<file path="src/rtl/muldiv_hilo_pkg.sv">
// Shared definitions for the multiply/divide HI/LO unit: opcode codes,
// state encodings, iteration count and opcode classification helpers.
package muldiv_hilo_pkg;

  localparam logic [5:0] OP_MTHI  = 6'h11;
  localparam logic [5:0] OP_MTLO  = 6'h13;
  localparam logic [5:0] OP_MULT  = 6'h18;
  localparam logic [5:0] OP_MULTU = 6'h19;
  localparam logic [5:0] OP_DIV   = 6'h1a;
  localparam logic [5:0] OP_DIVU  = 6'h1b;

  // One radix-2 step per operand bit.
  localparam int MD_ITER = 32;

  typedef enum logic [1:0] {
    MD_IDLE = 2'd0,
    MD_CALC = 2'd1,
    MD_FIX  = 2'd2,
    MD_DONE = 2'd3
  } md_state_e;

  typedef enum logic {
    MODE_MUL = 1'b0,
    MODE_DIV = 1'b1
  } md_mode_e;

  function automatic logic is_iter_op(input logic [5:0] op);
    return (op == OP_MULT) || (op == OP_MULTU) || (op == OP_DIV) || (op == OP_DIVU);
  endfunction

  function automatic logic is_div_op(input logic [5:0] op);
    return (op == OP_DIV) || (op == OP_DIVU);
  endfunction

  function automatic logic is_signed_op(input logic [5:0] op);
    return (op == OP_MULT) || (op == OP_DIV);
  endfunction

endpackage

</file>
<file path="src/rtl/muldiv_hilo_if.sv">
// Request/response bundle between the EX stage (master) and the
// multiply/divide HI/LO unit (slave).
interface muldiv_hilo_if #(
  parameter int WIDTH = 32
);
  logic             start;
  logic [5:0]       op;
  logic [WIDTH-1:0] opa;
  logic [WIDTH-1:0] opb;
  logic [WIDTH-1:0] hi;
  logic [WIDTH-1:0] lo;
  logic             busy;
  logic             stall;
  logic             done;
  logic             div_zero;

  modport master (
    output start, op, opa, opb,
    input  hi, lo, busy, stall, done, div_zero
  );

  modport slave (
    input  start, op, opa, opb,
    output hi, lo, busy, stall, done, div_zero
  );
endinterface

</file>
<file path="src/rtl/muldiv_hilo_step.sv">
// Single radix-2 iteration of the unsigned magnitude datapath.
// Multiply: accumulator = {partial product high, remaining multiplier bits};
//   add the multiplicand when the current multiplier bit is set, shift right.
// Divide (restoring): accumulator = {partial remainder, dividend/quotient bits};
//   shift left, trial-subtract the divisor, keep the difference if no borrow.
module muldiv_hilo_step
  import muldiv_hilo_pkg::*;
#(
  parameter int WIDTH = 32
) (
  input  md_mode_e           mode,
  input  logic [2*WIDTH-1:0] acc,
  input  logic [WIDTH-1:0]   opnd,
  output logic [2*WIDTH-1:0] acc_next
);

  logic [WIDTH:0] sum;
  logic [WIDTH:0] rem_shift;
  logic [WIDTH:0] diff;

  // Next accumulator for the selected operation.
  always_comb begin
    sum       = {1'b0, acc[2*WIDTH-1:WIDTH]} + {1'b0, opnd};
    rem_shift = {acc[2*WIDTH-1:WIDTH], acc[WIDTH-1]};
    diff      = rem_shift - {1'b0, opnd};
    acc_next  = acc;
    if (mode == MODE_MUL) begin
      if (acc[0]) begin
        acc_next = {sum, acc[WIDTH-1:1]};
      end else begin
        acc_next = {1'b0, acc[2*WIDTH-1:1]};
      end
    end else if (!diff[WIDTH]) begin
      acc_next = {diff[WIDTH-1:0], acc[WIDTH-2:0], 1'b1};
    end else begin
      acc_next = {rem_shift[WIDTH-1:0], acc[WIDTH-2:0], 1'b0};
    end
  end

endmodule

</file>
<file path="src/rtl/muldiv_hilo.sv">
// Multi-cycle multiply/divide unit owning the architectural HI/LO registers.
// Iterative ops run on operand magnitudes for MD_ITER steps, then a FIX cycle
// applies sign correction and writes HI/LO. mthi/mtlo complete in one edge.
module muldiv_hilo
  import muldiv_hilo_pkg::*;
#(
  parameter int WIDTH = 32
) (
  input  logic         clk,
  input  logic         rst,
  muldiv_hilo_if.slave bus
);

  localparam logic [4:0] CNT_LAST = 5'(MD_ITER - 1);

  // Absolute value for signed ops; the most negative value maps onto itself,
  // which is the correct unsigned magnitude.
  function automatic logic [WIDTH-1:0] magnitude(input logic signed [WIDTH-1:0] v,
                                                 input logic is_signed);
    logic signed [WIDTH-1:0] n;
    n = -v;
    return (is_signed && (v < 0)) ? $unsigned(n) : $unsigned(v);
  endfunction

  function automatic logic [WIDTH-1:0] cond_neg(input logic [WIDTH-1:0] v, input logic neg);
    return neg ? -v : v;
  endfunction

  function automatic logic [2*WIDTH-1:0] cond_neg_wide(input logic [2*WIDTH-1:0] v,
                                                       input logic neg);
    return neg ? -v : v;
  endfunction

  md_state_e          state, state_nxt;
  logic [4:0]         cnt;
  md_mode_e           mode_r;
  logic               neg_res_r;
  logic               neg_rem_r;
  logic               dz_r;
  logic [2*WIDTH-1:0] acc_r;
  logic [2*WIDTH-1:0] acc_nxt;
  logic [WIDTH-1:0]   opnd_r;
  logic [WIDTH-1:0]   hi_r;
  logic [WIDTH-1:0]   lo_r;

  logic               busy;
  logic               done;
  logic               stall;
  logic               idle_like;
  logic               acc_iter;
  logic               acc_mthi;
  logic               acc_mtlo;
  logic               op_signed;
  logic               op_div;
  logic signed [WIDTH-1:0] opa_s;
  logic signed [WIDTH-1:0] opb_s;
  logic [WIDTH-1:0]   mag_a;
  logic [WIDTH-1:0]   mag_b;
  logic [2*WIDTH-1:0] prod_fix;
  logic [WIDTH-1:0]   quo_fix;
  logic [WIDTH-1:0]   rem_fix;

  assign opa_s = $signed(bus.opa);
  assign opb_s = $signed(bus.opb);

  // Request decode: new requests are only accepted when not iterating.
  always_comb begin
    idle_like = (state == MD_IDLE) || (state == MD_DONE);
    op_signed = is_signed_op(bus.op);
    op_div    = is_div_op(bus.op);
    acc_iter  = idle_like && bus.start && is_iter_op(bus.op);
    acc_mthi  = idle_like && bus.start && (bus.op == OP_MTHI);
    acc_mtlo  = idle_like && bus.start && (bus.op == OP_MTLO);
    mag_a     = magnitude(opa_s, op_signed);
    mag_b     = magnitude(opb_s, op_signed);
  end

  muldiv_hilo_step #(
    .WIDTH(WIDTH)
  ) u_step (
    .mode    (mode_r),
    .acc     (acc_r),
    .opnd    (opnd_r),
    .acc_next(acc_nxt)
  );

  // State register.
  always_ff @(posedge clk) begin
    if (rst) begin
      state <= MD_IDLE;
    end else begin
      state <= state_nxt;
    end
  end

  // Next-state and status outputs.
  always_comb begin
    state_nxt = state;
    busy      = 1'b0;
    done      = 1'b0;
    case (state)
      MD_IDLE: begin
        state_nxt = acc_iter ? MD_CALC : MD_IDLE;
      end
      MD_CALC: begin
        busy = 1'b1;
        if (cnt == CNT_LAST) begin
          state_nxt = MD_FIX;
        end
      end
      MD_FIX: begin
        busy      = 1'b1;
        state_nxt = MD_DONE;
      end
      MD_DONE: begin
        done      = 1'b1;
        state_nxt = acc_iter ? MD_CALC : MD_IDLE;
      end
      default: begin
        state_nxt = MD_IDLE;
      end
    endcase
    // EX must hold while iterating, and also in the cycle an iterative
    // request is being accepted.
    stall = busy || (bus.start && is_iter_op(bus.op));
  end

  // Iteration counter.
  always_ff @(posedge clk) begin
    if (rst) begin
      cnt <= '0;
    end else if (acc_iter) begin
      cnt <= '0;
    end else if (state == MD_CALC) begin
      cnt <= cnt + 5'd1;
    end
  end

  // Divide-by-zero flag, reported alongside done.
  always_ff @(posedge clk) begin
    if (rst) begin
      dz_r <= 1'b0;
    end else if (acc_iter) begin
      dz_r <= op_div && (bus.opb == '0);
    end
  end

  // Operand latch and iteration datapath. The accumulator upper half is
  // cleared; the lower half holds the bits consumed by the iterations
  // (multiplier for multiply, dividend for divide).
  always_ff @(posedge clk) begin
    if (acc_iter) begin
      neg_res_r <= op_signed && (bus.opa[WIDTH-1] ^ bus.opb[WIDTH-1]);
      if (op_div) begin
        mode_r    <= MODE_DIV;
        acc_r     <= {{WIDTH{1'b0}}, mag_a};
        opnd_r    <= mag_b;
        neg_rem_r <= op_signed && bus.opa[WIDTH-1];
      end else begin
        mode_r    <= MODE_MUL;
        acc_r     <= {{WIDTH{1'b0}}, mag_b};
        opnd_r    <= mag_a;
        neg_rem_r <= 1'b0;
      end
    end else if (state == MD_CALC) begin
      acc_r <= acc_nxt;
    end
  end

  // Sign correction of the magnitude result. A zero divisor leaves the
  // remainder equal to the dividend magnitude, so restoring the dividend
  // sign yields the original opa; the quotient is forced to all ones.
  always_comb begin
    prod_fix = cond_neg_wide(acc_r, neg_res_r);
    rem_fix  = cond_neg(acc_r[2*WIDTH-1:WIDTH], neg_rem_r);
    quo_fix  = dz_r ? '1 : cond_neg(acc_r[WIDTH-1:0], neg_res_r);
  end

  // Architectural HI/LO registers.
  always_ff @(posedge clk) begin
    if (rst) begin
      hi_r <= '0;
      lo_r <= '0;
    end else if (acc_mthi) begin
      hi_r <= bus.opa;
    end else if (acc_mtlo) begin
      lo_r <= bus.opa;
    end else if (state == MD_FIX) begin
      if (mode_r == MODE_MUL) begin
        hi_r <= prod_fix[2*WIDTH-1:WIDTH];
        lo_r <= prod_fix[WIDTH-1:0];
      end else begin
        hi_r <= rem_fix;
        lo_r <= quo_fix;
      end
    end
  end

  assign bus.hi       = hi_r;
  assign bus.lo       = lo_r;
  assign bus.busy     = busy;
  assign bus.stall    = stall;
  assign bus.done     = done;
  assign bus.div_zero = done && dz_r;

endmodule

</file>
<file path="src/flat_wrapper.sv">
// flat-port wrapper written by rule: the top's interface ports become plain ports
module muldiv_hilo_flat import muldiv_hilo_pkg::*;
#(
  parameter int WIDTH = 32
)
  (clk, rst, bus_start, bus_op, bus_opa, bus_opb, bus_hi, bus_lo, bus_busy, bus_stall, bus_done, bus_div_zero);
  muldiv_hilo_if #(.WIDTH(WIDTH)) bus_i ();
  input  logic clk;
  input  logic rst;
  input wire logic [$bits(bus_i.start)-1:0] bus_start;
  input wire logic [$bits(bus_i.op)-1:0] bus_op;
  input wire logic [$bits(bus_i.opa)-1:0] bus_opa;
  input wire logic [$bits(bus_i.opb)-1:0] bus_opb;
  output wire logic [$bits(bus_i.hi)-1:0] bus_hi;
  output wire logic [$bits(bus_i.lo)-1:0] bus_lo;
  output wire logic [$bits(bus_i.busy)-1:0] bus_busy;
  output wire logic [$bits(bus_i.stall)-1:0] bus_stall;
  output wire logic [$bits(bus_i.done)-1:0] bus_done;
  output wire logic [$bits(bus_i.div_zero)-1:0] bus_div_zero;
  assign bus_i.start = bus_start;
  assign bus_i.op = bus_op;
  assign bus_i.opa = bus_opa;
  assign bus_i.opb = bus_opb;
  assign bus_hi = bus_i.hi;
  assign bus_lo = bus_i.lo;
  assign bus_busy = bus_i.busy;
  assign bus_stall = bus_i.stall;
  assign bus_done = bus_i.done;
  assign bus_div_zero = bus_i.div_zero;
  muldiv_hilo #(.WIDTH(WIDTH)) u_core (.clk(clk), .rst(rst), .bus(bus_i));
endmodule
</file>
<file path="config.mk">
export PLATFORM = sky130hd
export DESIGN_NAME = muldiv_hilo_flat
export DESIGN_NICKNAME = d
export VERILOG_FILES = /design/src/rtl/muldiv_hilo_pkg.sv /design/src/rtl/muldiv_hilo_if.sv /design/src/rtl/muldiv_hilo_step.sv /design/src/rtl/muldiv_hilo.sv /design/src/flat_wrapper.sv
export SDC_FILE = /design/constraint.sdc
export NUM_CORES = 1
export LEC_CHECK = 0
export BUFFER_PORTS_ARGS = -buffer_cell sky130_fd_sc_hd__buf_2
export CAP_MARGIN = 20
export CORE_UTILIZATION = 55
export CTS_CLUSTER_SIZE = 10
export DETAILED_ROUTE_END_ITERATION = 16
export HOLD_SLACK_MARGIN = 0.12
export PLACE_DENSITY = 0.75
export SYNTH_ARGS = -nofsm -noshare
export SYNTH_HDL_FRONTEND = slang
export SYNTH_SLANG_ARGS = --single-unit
export TNS_END_PERCENT = 10
</file>
<file path="constraint.sdc">
create_clock -name clk -period 4.6 [get_ports clk]
set_input_delay 0.92 -clock clk [delete_from_list [all_inputs] [get_ports clk]]
set_output_delay 0.92 -clock clk [all_outputs]
set_load 0.05 [all_outputs]
</file>
==> results of run 1 <==
kinds of logic (layout without fill, tap and decap cells):
| logic type | Yosys count | in the layout | synth area share |
|---|---|---|---|
| fa+ha+maj | 75 | 75 | 0.0639 |
| compound gates | 638 | 638 | 0.260 |
| simple gates | 521 | 521 | 0.170 |
| mux | 91 | 91 | 0.0616 |
| flops | 171 | 171 | 0.296 |
| buf+inv | 181 | 276 | 0.0472 |
| xor+xnor | 173 | 173 | 0.102 |
per-stage QoR:
step                      std cells  hold slack (ns)  total power [W]  setup WS [ns]  cell area, µm²
after global routing           2280            0.523          0.00804          0.383           16600
after detailed placement       2248            0.476          0.00603          0.682           15900
after floorplan                1850            0.454          0.00502          0.891           14900
after global placement         2247            0.469          0.00597          0.692           15900
final                          2280            0.494          0.00762          0.613           16600
after CTS                      2280            0.495          0.00756          0.670           16600
registers in the layout, summed over array words and instances (netlist names):
| name | flops |
|---|---|
| u_core.dz_r | 1 |
| u_core.acc_r | 64 |
| u_core.cnt | 5 |
| u_core.neg_res_r | 1 |
| u_core.opnd_r | 32 |
| u_core.bus.lo | 32 |
| u_core.state | 2 |
| u_core.mode_r | 1 |
| u_core.neg_rem_r | 1 |
| u_core.bus.hi | 32 |
tightest hold or removal path: cells and delay by family, from the launching register on:
family | cells | cell delay [ns]
AO/OA/AOI/OAI | 1 | 0.06
flip-flops | 1 | 0.33
AND/OR/NAND/NOR | 1 | 0.07
layer usage:
metal / track usage / part of all wire / routed length [µm]
met1: 0.485 / 0.42 / 21200
met2: 0.581 / 0.45 / 22700
met3: 0.0511 / 0.092 / 4620
met4: 0.119 / 0.030 / 1480
met5: 0 / 0.00024 / 12
Yosys cell counts (all sizes together) (13+ instances only):
cell type,instances,area [µm²]
nor4,18,170
edfxtp,99,2970
nor2b,15,93.8
or4,13,101
o31ai,27,203
dfxtp,72,1440
clkbuf,97,364
nand2b,25,156
a211oi,42,315
buf,14,77.6
xnor2,87,762
ha,73,913
xor2,86,753
o22ai,35,219
mux2i,84,841
nor3,47,235
or3,15,98.8
nand2,156,586
nand3,40,205
a21oi,250,1250
inv,69,259
a21o,26,195
o21ai,130,651
and2,13,83.8
nand4,16,100
a22oi,33,248
a31oi,13,81.3
nor2,135,507
layout make-up:
class                   instances  area, µm²  share of cell area
clock inverters                14        168              0.0101
inverters                      70        263              0.0159
flip-flops and latches        171       4410               0.267
repair buffers                174       1000              0.0605
clock buffers                  18        450              0.0272
multi-input cells            1498       9840               0.594
well taps                     335        419              0.0253
where the power goes:
part           switching [W]  internal, W  total [W]
registers           0.000393      0.00201    0.00240
logic                0.00236      0.00133    0.00369
clock network       0.000761     0.000771    0.00153
how the worst max path moves through the flow:
| stage | startpoint | end | cells past startpoint |
|---|---|---|---|
| after CTS | u_core.acc_r[32]$_SDFFCE_PN0P_ | u_core.acc_r[61]$_SDFFCE_PN0P_ | 12 |
| after floorplan | bus_op[2] | u_core.acc_r[0]$_DFFE_PP_ | 4 |
| after detailed placement | u_core.acc_r[32]$_SDFFCE_PN0P_ | u_core.acc_r[61]$_SDFFCE_PN0P_ | 12 |
| after global placement | u_core.acc_r[32]$_SDFFCE_PN0P_ | u_core.acc_r[61]$_SDFFCE_PN0P_ | 12 |
| after global routing | u_core.acc_r[32]$_SDFFCE_PN0P_ | u_core.acc_r[34]$_SDFFCE_PN0P_ | 12 |
| final | u_core.acc_r[32]$_SDFFCE_PN0P_ | u_core.acc_r[34]$_SDFFCE_PN0P_ | 12 |
==> key figures, run 1 <==
Run status
  – Outcome: finished clean

Power and ir drop
  – Maximum VDD drop: 384 µV
  – Pwr per Cell Area: 460 nW/µm²
  – Leakage: 6.60 nW

Setup path
  – CP Launch Type: flip-flop
  – Largest delay contributor family on the critical path: compound AO/OA/AOI/OAI gates
  – Cell mode on critical path: a211oi_1
  – Reg2reg start: u_core.acc_r[32]$_SDFFCE_PN0P_
  – Worst EP required: 4.77 ns
  – CP endpoint kind: flip-flop
  – Register-to-Register Path Depth: 12
  – R2r setup slk: 0.61 ns
  – CP arrival: 4.16 ns
  – CP peak stage delay: 0.56 ns
  – Buf+Inv Stages, Crit Path: 2
  – Crit path kind: flip-flop to flip-flop
  – Crit path cell chain: inv_1, fa_1, nand2b_1, a211oi_1, o2111ai_1, nand4_1, a31oi_1, xnor2_2, buf_12, nor2_1, a311oi_1, a211oi_1
  – Worst-path fanout max: 28
  – Slowest cell on crit path: edfxtp_1
  – R2R Path End: u_core.acc_r[34]$_SDFFCE_PN0P_

Final layout
  – Fillers: 2,379
  – Share of layout cells above drive strength 1: 0.123
  – Most frequent cells in the layout: a21oi_1, nand2_1, buf_2
  – Commonest non-fill, non-tap cell in the layout: a21oi_1
  – Final Net Count: 2,080
  – Post-layout util: 0.628
  – Area growth from synthesis to layout: 10.9%
  – Diode count: 0

Worst hold path
  – Worst Hold Class: flip-flop to flip-flop
  – Hold depth: 2
  – End of the worst hold path: u_core.bus.lo[31]$_SDFFE_PP0P_
  – Hold_sp: u_core.bus.lo[31]$_SDFFE_PP0P_

Die
  – I/O pin cnt: 141
  – Site Rows: 59
  – Initial core utilization: 0.566
  – Placeable Area: 26,400 µm²
  – Die H: 167 µm
  – DIE AREA: 27,800 µm²
  – Die W: approximately 170 µm

CTS
  – Post-CTS sizing: 0
  – Longest Clk Path Bufs: 2
  – Cts hold-fix bufs: 0
  – Clock sink count: 171
  – Worst-path clk slew: 0.08 ns
  – Worst-Skew Late Latency: 0.46 ns
  – CTS Buf Count: 17
  – H-tree depth: 4
  – Post CTS Setup Buffer Count: 0
  – Clk root buf: clkbuf_16
  – CTS tree: built

Routing
  – Via density: 6.61
  – First DRT Iteration DRCs: 1,783
  – Drt pass-1 iters: 7
  – Routed WL: 50,000 µm
  – Vias: 15,100
  – DRC Markers: 0
  – Post-DRT Antenna Nets: 0
  – WL per Instance: about 22 µm

Global routing
  – First-pass GRT wire length: 78,200 µm
  – Vias in the first global route: 14,200
  – Largest net degree at the start of global routing: 106
  – Total GRT Usage: 0.357
  – Gr ovfl total: 0
  – Antenna violations before repair: 1

Flow run
  – Max-cap viol count: 0

Place
  – GPL Wtd Cong: between 0.9 and 1
  – DP Wirelength: 37,600 µm
  – PortBufs: 140

Yosys
  – EDFF count, synth: just under 100
  – Warnings, synthesis: 0
  – Syn Nets: 1,998
  – Seq/Total Area, Yosys: 0.296
  – Async SR Flop Fraction: 0
  – Flops & latches, synth: 171
  – Gate Count Post-Synth: 1,850
  – Commonest register cell after synthesis: edfxtp_1
  – Synth unique cells: 74
  – Post-Syn Area per Cell: approximately 8.1 µm²
  – Mapped Area: between 10,000 and 15,000 µm²

STA
  – Min cycle time layout: 3.99 ns
  – Tcrit/Tclk final: 0.867
  – Final setup TNS: 0 ns
  – Fin. max-slew vios: 0
  – Fmax: 251 MHz
  – Worst-Margin Slew: 1.08 ns
  – Hold Violations, Final: 0
  – Setup violators final: 0
  – Rel. slew slack: 0.264
  – RSZ-0062 raised after global routing: false
  – Clk_skew: roughly 0.014 ns
(Power assumes the default switching activity.)
==> run 2: changes to the inputs <==
--- a/config.mk
+++ b/config.mk
@@ -7,11 +7,11 @@
 export LEC_CHECK = 0
 export BUFFER_PORTS_ARGS = -buffer_cell sky130_fd_sc_hd__buf_2
 export CAP_MARGIN = 20
-export CORE_UTILIZATION = 55
+export CORE_UTILIZATION = 50
 export CTS_CLUSTER_SIZE = 10
 export DETAILED_ROUTE_END_ITERATION = 16
 export HOLD_SLACK_MARGIN = 0.12
-export PLACE_DENSITY = 0.75
+export PLACE_DENSITY = 0.69
 export SYNTH_ARGS = -nofsm -noshare
 export SYNTH_HDL_FRONTEND = slang
 export SYNTH_SLANG_ARGS = --single-unit
==> run 2 against run 1 <==
  * Register-to-register slack improved by 0.12 ns
  * Hold slack about the same
  * Worst setup slack gained 0.12 ns
  * Global-route usage down 2.7 points
  * Design area hardly changed
  * Critical path depth is the same
  * Cell count increased by 2.1%
  * Utilization down 5.7 points
  * Sequential cell count unchanged
  * Die area up 9.9%
  * First-iteration DRC count up 8.6%
  * Largest cell class unchanged
==> key figures, run 2 (synthesis results as in run 1) <==
Die
  – I/O pin cnt: 141 (unchanged)
  – Site Rows: 62 (+5.1%)
  – Die W: 175 µm (+4.8%)
  – DIE AREA: 30,500 µm² (+9.9%)
  – Placeable Area: 29,000 µm² (+10%)
  – Initial core utilization: 0.514 (-0.0519)
  – Die H: 175 µm (+4.8%)

Setup path
  – CP endpoint kind: flip-flop
  – R2r setup slk: 0.73 ns (+0.12 ns)
  – R2R Path End: u_core.acc_r[53]$_SDFFCE_PN0P_
  – Register-to-Register Path Depth: 12 (unchanged)
  – Crit path cell chain: ha_1, fa_1, a21o_1, a22o_1, o41ai_1, buf_4, o211ai_1, a21oi_1, o21ai_0, xor2_1, a211oi_1, a211oi_1
  – Slowest cell on crit path: edfxtp_1
  – Buf+Inv Stages, Crit Path: 1 (-1)
  – Worst-path fanout max: 9 (-68%)
  – CP arrival: 4.05 ns (-0.11 ns)
  – Cell mode on critical path: a211oi_1
  – Reg2reg start: u_core.acc_r[32]$_SDFFCE_PN0P_
  – CP Launch Type: flip-flop
  – Largest delay contributor family on the critical path: compound AO/OA/AOI/OAI gates
  – Worst EP required: 4.78 ns (about the same)
  – CP peak stage delay: 0.55 ns (about the same)
  – Crit path kind: flip-flop to flip-flop

Flow run
  – Max-cap viol count: 0 (unchanged)

STA
  – Worst-Margin Slew: 0.903 ns (-0.173 ns)
  – Min cycle time layout: 3.87 ns (-0.120 ns)
  – Final setup margin: 0.733 ns (+0.120 ns)
  – Tcrit/Tclk final: 0.841 (-0.0261)
  – Fmax: 259 MHz (+3.1%)
  – Clk_skew: 0.0145 ns (+0.000328 ns)
  – Final setup TNS: 0 ns (unchanged)
  – Setup violators final: 0 (unchanged)
  – Rel. slew slack: 0.391 (+0.128)
  – RSZ-0062 raised after global routing: false
  – Hold Violations, Final: 0 (unchanged)
  – Fin. max-slew vios: 0 (unchanged)

CTS
  – Post CTS Setup Buffer Count: 0 (unchanged)
  – H-tree depth: 4 (unchanged)
  – CTS tree: built
  – CTS Buf Count: 17 (unchanged)
  – Clock sink count: 171 (unchanged)
  – Cts hold-fix bufs: 0 (unchanged)
  – Longest Clk Path Bufs: 2 (unchanged)
  – Worst-path clk slew: 0.08 ns (about the same)
  – Worst-Skew Late Latency: 0.45 ns (about the same)
  – Post-CTS sizing: 0 (unchanged)
  – Clk root buf: clkbuf_16

Worst hold path
  – Worst Hold Class: flip-flop to flip-flop
  – End of the worst hold path: u_core.bus.lo[21]$_SDFFE_PP0P_
  – Hold_sp: u_core.bus.lo[21]$_SDFFE_PP0P_
  – Hold depth: 2 (unchanged)

Global routing
  – Total GRT Usage: 0.330 (-0.0269)
  – Antenna violations before repair: 0 (-1)
  – Largest net degree at the start of global routing: 73 (-31%)
  – First-pass GRT wire length: 79,200 µm (+1.3%)
  – Gr ovfl total: 0 (unchanged)
  – Vias in the first global route: 14,300 (+0.67%)

Final layout
  – Final Net Count: 2,079 (-0.048%)
  – Largest register FFs: 64 (unchanged)
  – Fillers: 2,747 (+15%)
  – Post-layout util: 0.571 (-0.0571)
  – Non-filler instance count after layout: 2,328 (+2.1%)
  – Largest Register: u_core.acc_r
  – Area growth from synthesis to layout: 11.0% (about the same)
  – Diode count: 0 (unchanged)
  – Most frequent cells in the layout: a21oi_1, nand2_1, buf_2
  – Commonest non-fill, non-tap cell in the layout: a21oi_1
  – Share of layout cells above drive strength 1: 0.122 (-0.000965)

Place
  – Cell total after placement: 2,294 (+2.0%)
  – GPL Wtd Cong: 0.952 (+1.8%)
  – PortBufs: 140 (unchanged)
  – DP Wirelength: 38,000 µm (+1.1%)
  – Dpl ws: 0.673 ns (-0.00915 ns)

Routing
  – Drt pass-1 iters: 8 (+1)
  – DRC Markers: 0 (unchanged)
  – Routed WL: 50,800 µm (+1.7%)
  – First DRT Iteration DRCs: 1,936 (+8.6%)
  – Vias: 15,000 (-0.67%)
  – WL per Instance: 21.8 µm (-0.40%)
  – Post-DRT Antenna Nets: 0 (unchanged)
  – Via density: 6.43 (-2.7%)

Power and ir drop
  – Internal power: 0.00410 W (-0.22%)
  – Flop pwr share: 0.321 (+0.006)
  – Switching power share of the total: 0.457 (-0.00404)
  – Psw: 0.00345 W (-1.8%)
  – Combinational power share: 0.485 (about the same)
  – Maximum VDD drop: 463 µV (+21%)
  – Pwr per Cell Area: 456 nW/µm² (-1.0%)
  – Clk pwr share: 0.194 (-0.007)
  – Leakage: 6.58 nW (-0.36%)

Run status
  – Outcome: finished clean
[run 2: cell count changes in the layout (fill, tap and decap cells not counted), moves of 2 or more]
cell,before,now
clkinv_2,0,2
buf_8,1,3
clkinv_8,4,0
buf_4,30,28
inv_6,6,4
clkinv_4,0,3
[run 2: cell type report]
cell class | count | area, µm² | share of cell area
multi-input cells | 1498 | 9840 | 0.594
flip-flops and latches | 171 | 4410 | 0.266
repair buffers | 173 | 996 | 0.0601
well taps | 384 | 480 | 0.0290
clock buffers | 18 | 439 | 0.0265
inverters | 70 | 263 | 0.0159
clock inverters | 14 | 135 | 0.00816
[run 2: worst max-delay path by stage]
stage / startpoint / endpoint / slack [ns] / depth (start not counted)
floorplan: bus_op[2] / u_core.acc_r[0]$_DFFE_PP_ / 0.89 / 4
global placement: bus_opb[1] / u_core.acc_r[29]$_DFFE_PP_ / 0.70 / 10
detailed placement: bus_opb[1] / u_core.acc_r[29]$_DFFE_PP_ / 0.67 / 10
CTS: u_core.acc_r[32]$_SDFFCE_PN0P_ / u_core.acc_r[34]$_SDFFCE_PN0P_ / 0.79 / 12
global route: u_core.acc_r[32]$_SDFFCE_PN0P_ / u_core.acc_r[53]$_SDFFCE_PN0P_ / 0.49 / 12
finish: u_core.acc_r[32]$_SDFFCE_PN0P_ / u_core.acc_r[53]$_SDFFCE_PN0P_ / 0.73 / 12
[run 2: power by group through the flow]
| stage | logic, W | registers (W) | clock network, W |
|---|---|---|---|
| after floorplan | 0.00236 | 0.00266 | 0 |
| after global placement | 0.00353 | 0.00243 | 0 |
| after detailed placement | 0.00359 | 0.00243 | 0 |
| after CTS | 0.00361 | 0.00240 | 0.00148 |
| after global routing | 0.00399 | 0.00245 | 0.00154 |
| final | 0.00366 | 0.00242 | 0.00147 |
[run 2: stage by stage]
| stage | area [µm²] | power, W | hold slack (ns) |
|---|---|---|---|
| 2_1_floorplan | 14900 | 0.00502 | 0.454 |
| 3_3_place_gp | 15900 | 0.00596 | 0.471 |
| 3_5_place_dp | 16000 | 0.00602 | 0.475 |
| 4_1_cts | 16500 | 0.00749 | 0.497 |
| 5_1_grt | 16600 | 0.00798 | 0.518 |
| 6_report | 16600 | 0.00755 | 0.494 |
[run 2: worst reg2reg max path: cells and delay by family, from the launching register on]
| family | cells | cell delay (ns) |
|---|---|---|
| flops | 1 | 0.55 |
| compound gates | 8 | 1.95 |
| xor+xnor | 1 | 0.18 |
| fa+ha+maj | 2 | 0.72 |
| buf+inv | 1 | 0.19 |
[run 2: per-layer routing]
| layer | track usage | routed length, µm |
|---|---|---|
| met5 | 0 | 0 |
| met4 | 0.115 | 1470 |
| met3 | 0.0509 | 4390 |
| met2 | 0.526 | 23000 |
| met1 | 0.453 | 22000 |
